===== src/rtl/vc_shadow_commit_reg_bank.sv =====
// ----------------------------------------------------------------------------
// vc_shadow_commit_reg_bank
//
// Multi-channel shadow/active register bank for clock-divider and PLL
// configuration words. Software-side writes land in a per-channel shadow
// word at any time; the active words (q) only take the shadow contents on a
// commit, and a commit only happens in a cycle where the divider reports a
// safe boundary (commit_safe). This lets ratio/phase changes take effect
// glitch-free on a divided-clock edge.
//
// Ports
//   clk          clock, all state updates on posedge
//   reset        asynchronous, active-high reset
//   wr_en        per-channel shadow write enable
//   wr_data      shadow write data, channel i at [i*p_nbits +: p_nbits]
//   clr          synchronous clear of every shadow word to p_reset_value
//   commit_req   commit request (pulse or level)
//   commit_safe  divider boundary strobe; commits happen only when high
//   pending      commit armed and waiting for commit_safe
//   commit_done  one-cycle pulse the cycle after each commit edge
//   dirty        per-channel "shadow changed since last commit"
//   shadow_q     current shadow words
//   q            active words driven to the divider
// ----------------------------------------------------------------------------
module vc_shadow_commit_reg_bank #(
  parameter int p_nbits       = 8,
  parameter int p_nchan       = 4,
  parameter int p_reset_value = 0
) (
  input  logic                       clk,
  input  logic                       reset,
  input  logic [p_nchan-1:0]         wr_en,
  input  logic [p_nchan*p_nbits-1:0] wr_data,
  input  logic                       clr,
  input  logic                       commit_req,
  input  logic                       commit_safe,
  output logic                       pending,
  output logic                       commit_done,
  output logic [p_nchan-1:0]         dirty,
  output logic [p_nchan*p_nbits-1:0] shadow_q,
  output logic [p_nchan*p_nbits-1:0] q
);

  // Reset/clear word, truncated to the channel width.
  localparam logic [p_nbits-1:0] lp_rst_word = p_nbits'(p_reset_value);

  typedef enum logic {
    ST_IDLE  = 1'b0,
    ST_ARMED = 1'b1
  } state_t;

  state_t                       state_q, state_d;
  logic [p_nchan*p_nbits-1:0]   shadow_d, shadow_r;
  logic [p_nchan*p_nbits-1:0]   active_d, active_q;
  logic [p_nchan-1:0]           dirty_d, dirty_q;
  logic                         done_d, done_q;
  logic                         commit;

  // --------------------------------------------------------------------------
  // Commit handshake FSM. A request that arrives together with commit_safe
  // commits immediately without visiting ARMED; requests seen while ARMED
  // are absorbed (there is no queue of commits).
  // --------------------------------------------------------------------------
  always_comb begin
    // NOTE: every combinational output gets a default first so no path
    // leaves it unassigned, which would otherwise infer a latch.
    state_d = state_q;
    commit  = 1'b0;
    case (state_q)
      ST_IDLE: begin
        if (commit_req) begin
          if (commit_safe) commit  = 1'b1;
          else             state_d = ST_ARMED;
        end
      end
      ST_ARMED: begin
        if (commit_safe) begin
          commit  = 1'b1;
          state_d = ST_IDLE;
        end
      end
    endcase
  end

  // --------------------------------------------------------------------------
  // Per-channel datapath. The active words capture the pre-edge shadow, so a
  // write colliding with a commit leaves its new value dirty for the next one.
  // --------------------------------------------------------------------------
  always_comb begin
    shadow_d = shadow_r;
    dirty_d  = dirty_q;
    active_d = commit ? shadow_r : active_q;
    done_d   = commit;
    for (int i = 0; i < p_nchan; i++) begin
      if (wr_en[i]) begin
        shadow_d[i*p_nbits +: p_nbits] = wr_data[i*p_nbits +: p_nbits];
        dirty_d[i]                     = 1'b1;
      end else if (clr) begin
        shadow_d[i*p_nbits +: p_nbits] = lp_rst_word;
        dirty_d[i]                     = 1'b1;
      end else if (commit) begin
        dirty_d[i]                     = 1'b0;
      end
    end
  end

  // NOTE: every register here is reset, including the word arrays; the
  // active words feed the divider directly and must never come up unknown.
  always_ff @(posedge clk or posedge reset) begin
    if (reset) begin
      state_q  <= ST_IDLE;
      shadow_r <= {p_nchan{lp_rst_word}};
      active_q <= {p_nchan{lp_rst_word}};
      dirty_q  <= '0;
      done_q   <= 1'b0;
    end else begin
      // NOTE: non-blocking assignments so every register samples the
      // pre-edge values regardless of statement order.
      state_q  <= state_d;
      shadow_r <= shadow_d;
      active_q <= active_d;
      dirty_q  <= dirty_d;
      done_q   <= done_d;
    end
  end

  assign pending     = (state_q == ST_ARMED);
  assign commit_done = done_q;
  assign dirty       = dirty_q;
  assign shadow_q    = shadow_r;
  assign q           = active_q;

endmodule


===== config.mk =====
export PLATFORM = sky130hd
export DESIGN_NAME = vc_shadow_commit_reg_bank
export DESIGN_NICKNAME = d
export VERILOG_FILES = /design/src/rtl/vc_shadow_commit_reg_bank.sv
export SDC_FILE = /design/constraint.sdc
export NUM_CORES = 1
export LEC_CHECK = 0
export CAP_MARGIN = 20
export CELL_PAD_IN_SITES_DETAIL_PLACEMENT = 2
export CELL_PAD_IN_SITES_GLOBAL_PLACEMENT = 2
export CORE_MARGIN = 2
export CORE_UTILIZATION = 40
export CTS_BUF_LIST = sky130_fd_sc_hd__clkbuf_2
export CTS_CLUSTER_SIZE = 8
export DETAILED_ROUTE_END_ITERATION = 8
export DONT_BUFFER_PORTS = 1
export GPL_TIMING_DRIVEN = 0
export PLACE_DENSITY = 0.9
export SYNTH_ARGS = -nofsm -noshare
export SYNTH_HDL_FRONTEND = slang
export SYNTH_SLANG_ARGS = --single-unit

===== constraint.sdc =====
create_clock -name clk -period 2.5 [get_ports clk]
set_input_delay 0.375 -clock clk [delete_from_list [all_inputs] [get_ports clk]]
set_output_delay 0.375 -clock clk [all_outputs]
set_load 0.05 [all_outputs]

---- After elaboration in Yosys (flattened, before gate mapping) ----
Index checks and enable logic that the tools add are counted.
word-level totals
  bits in read-only memories .............. 0
  input bits .............................. 41
  memories kept ........................... 0
  memory bits (writable) .................. 0
  bits in latches ......................... 0
  output and inout port bits .............. 70
  register bits ........................... 70
  word-level logic and storage cells ...... 37
cells by class
  mux-type cells .......................... 17
  $add $sub $neg .......................... 0
  bitwise gates (word level) .............. 1
  order comparisons ....................... 0
  divide/modulo/power cells ............... 0
  multiply operators ...................... 0
  reductions and logical operators ........ 8
  shifts and indexed selects .............. 0
  eq/ne operators ......................... 0
operators by type and width
  cell                             count
  two-way mux 8 bit                5
  nonzero test 3 bit               4
  two-way mux 1 bit                10
  nonzero test 2 bit               4
  case mux 1 bit (2 select lines)  2
  NOT 1 bit                        1

---- Depth between registers and ports, before layout ----
  word-level depth ........................ 6
  gate-level depth with buffers ........... 4
  gate-level depth less buffers ........... 2

---- Worst setup path after synthesis ----
OpenSTA, ideal clock, no wires.
  kind .................................... flip-flop to flip-flop
  start ................................... reg state_q, in the netlist pending
  end ..................................... reg active_q[10], in the netlist q[10]
  stages on the path, launching flop included .. 4
  data arrival time ....................... 1459 ps
  setup slack ............................. 916 ps
  required time ........................... 2375 ps
  clock period less this slack ............ 1584 ps
  setup time .............................. 125 ps
  buffers on the path ..................... 1
  cell sequence ........................... dfrtp_1 -> o21ai_4 -> buf_8 -> mux2_2
on the way
  cells in the longest elaborated chain, start to end .. 2
ends and longest elaborated chain
  what                               RTL line  source
  start: declaration                 52        state_t state_q, state_d;
  start signal: assignment           119       state_q <= state_d;
  NOT 1 bit                          n/a
  case mux 1 bit (2 select lines) *  69        case (state_q)
  end signal: assignment             113       active_q <= {p_nchan{lp_rst_word}};
  end signal: assignment             121       active_q <= active_d;
  end: declaration                   54        logic [p_nchan*p_nbits-1:0] active_d, active_q;
Mark *: on every way between the ends. The rest lies on a longest branch, timed or not.
A chain may end at the register's enable or synchronous reset.

---- Worst setup path in the final report ----
  start ................................... reg state_q, in the netlist pending
  end ..................................... reg active_q[2], in the netlist q[2]
Same word-level chain as after synthesis.

==> qor.yml <==
clock_tree:
  cts_buffer_depth: 2
  root_buffer: "clkbuf_2"
  cts_tree: "done"
  clk_latency_ps: 490
  cts.sinks: 70
  cts-htree-levels: 3
  cts_buffers: 9
  cts.reportedPaths.clkPinSlew_ps: 220
finish:
  layout-drive-gt1-share_pct: 18.6
  area_growth_syn_to_layout_pct: 22.8
  multi_input_area_um2: 897
  fillerInstances: 664
  register_area_um2: 1750
  diodes: 0
  fin_area_um2: 3360
  fin_util_pct: 49.9
  fin_nets: 310
hold_path:
  hp-class: "in2reg"
  hold_path.startpoint: "wr_en[2]"
  worstHoldPathCells: 2
  worstHoldEndpoint: "shadow_q[19]"
sta:
  finalClockSkew_ps: 31.9
  hold_viol_final: 0
  worstMarginPinSlew_ps: 867
  fin_hold_ws_ps: 48.0
  timing.fmax_mhz: 564
  relSlewSlack_pct: 42.2
  finalMaxSlewViolations: 0
  finalSetupTns_ps: 0
  final-setup-viol-count: 0
  rsz0062_at_grt: "false"
  fin_crit_sh_pct: 71.0
  period_needed_ps: 1770
worst_setup_path:
  timing.rr.end: "q[2]"
  critPathArrivalTime_ps: 2140
  r2r-start: "pending"
  path_max_fanout: 10
  crit_path_start_kind: "register"
  worstSetupPathType: "reg2reg"
  r2r_slack_ps: 730
  required_ps: 2870
  worstRegToRegCells: 3
  cp-end-kind: "register"
place:
  dp_hpwl_mm: 4.41
  port_buffers: 0
  place_congestion: 0.719
  place_area_um2: 2840
route:
  drc: 0
  wl_per_cell_um: 21.9
  wl_mm: 7.74
  vias: 1904
  drt.antenna.violating_nets: 0
  drtIter0Drc: 52
  drtPass1Iterations: 4
  viasPerCell: 5.38
grt:
  grt_pass1_wl_mm: 12.4
  grt.overflow.total: 0
  grt_antenna_before_repair: 0
  grt_max_degree: 71
  grt_pass1_vias: 2244
  track_usage_pct: 22.2
outcome:
  run_status: "completed"
die:
  start_util_pct: 40.7
  die_w_um: 86.7
  rows: 30
  die_h_um: 86.7
  pin_count: 111
  coreArea_um2: 6720
  dieArea_um2: 7510
synth:
  ys_seq_elements: 70
  syn_area_um2: 2730
  avgSynthCellArea_um2: 12.6
  synthCells: 217
  synth_warnings: 0
  ys_seq_area_share_pct: 64.1
  ys_types: 14
  syn_nets: 258
flow_run:
  cap_viol_max_count: 0
pwr:
  p_leak_nw: 1.49
  ir_drop_uv: 322
  power_density_nw_per_um2: 806
worst max-delay path by stage:
stage / end / slack, ps / cells after the start / from
after global placement: q[13] / -380 / 1 / reset
after CTS: q[8] / 710 / 3 / pending
after floorplan: commit_done / 360 / 1 / reset
after global routing: q[2] / 650 / 3 / pending
after detailed placement: q[17] / 710 / 3 / pending
final: q[2] / 730 / 3 / pending
critical path: stages, from the launching register on:
cell and delay, ps:
dfrtp_1 630, o21ai_4 490, buf_8 210, mux2_2 350
kinds of logic after synthesis:
| family | share of synthesized area [%] |
|---|---|
| muxes | 13.2 |
| AOI/OAI and AO/OA | 7.88 |
| and+or+nand+nor | 11.8 |
| buffers and inverters | 3.07 |
| DFF | 64.1 |
cell type report:
class	instances	share of cell area [%]
buffer	11	2.27
clock buffer	9	1.34
clock inverter	7	1.94
inverter	2	0.298
multi-input combinational	134	26.7
sequential	70	52.2
tap	80	2.98
timing repair buffer	41	12.2
cell usage after synthesis:
library cell	count	area share, %
dfrtp_1	70	64
mux2_1	1	0.41
nor2_1	3	0.41
nand2_1	31	4.3
o21ai_0	31	5.7
buf_8	3	1.6
mux2_2	31	13
clkbuf_1	7	0.96
a22o_1	1	0.32
nand2b_1	31	7.1
o21ai_4	1	0.60
a211o_1	4	1.3
inv_1	2	0.27
buf_2	1	0.18
sequential cells by signal, summed over array words and instances, names as in the netlist:
signal	cells
commit_done	1
dirty	4
pending	1
q	32
shadow_q	32
metrics by stage:
step	std cells	setup WS, ps	power (W)
final	354	726	0.00270
after global routing	354	654	0.00282
after CTS	354	714	0.00271
after detailed placement	297	708	0.00203
after global placement	297	-381	0.00201
after floorplan	217	357	0.00195
power breakdown:
part	switching [W]	internal (W)
Clock	0.000411	0.000222
Combinational	0.000125	0.000154
Sequential	0.000548	0.00125
layer usage:
layer / global-route usage [%] / share of wire, %
met4: 7.81 / 1.3
met1: 25.0 / 39
met2: 39.9 / 53
met5: 0 / 0
met3: 6.67 / 7.3
placed cells by master (no fill, tap or decap), types with 2 or more instances in the layout:
cell,Yosys,routed
nor2_1,3,3
clkinv_1,0,2
a211o_1,4,4
clkbuf_1,7,7
o21ai_0,31,31
clkinvlp_4,0,3
dfrtp_1,70,70
clkbuf_2,0,9
buf_8,3,3
mux2_2,31,31
nand2_1,31,31
nand2b_1,31,31
dlygate4sd3_1,0,41
timing repair:
item | in CTS | in global routing
gates resized for setup | 0 | 0
hold buffers | 41 | 0
hold endpoints to repair | 104 | 0
buffers inserted | 0 | 0
Power figures use the tool's default switching activity.
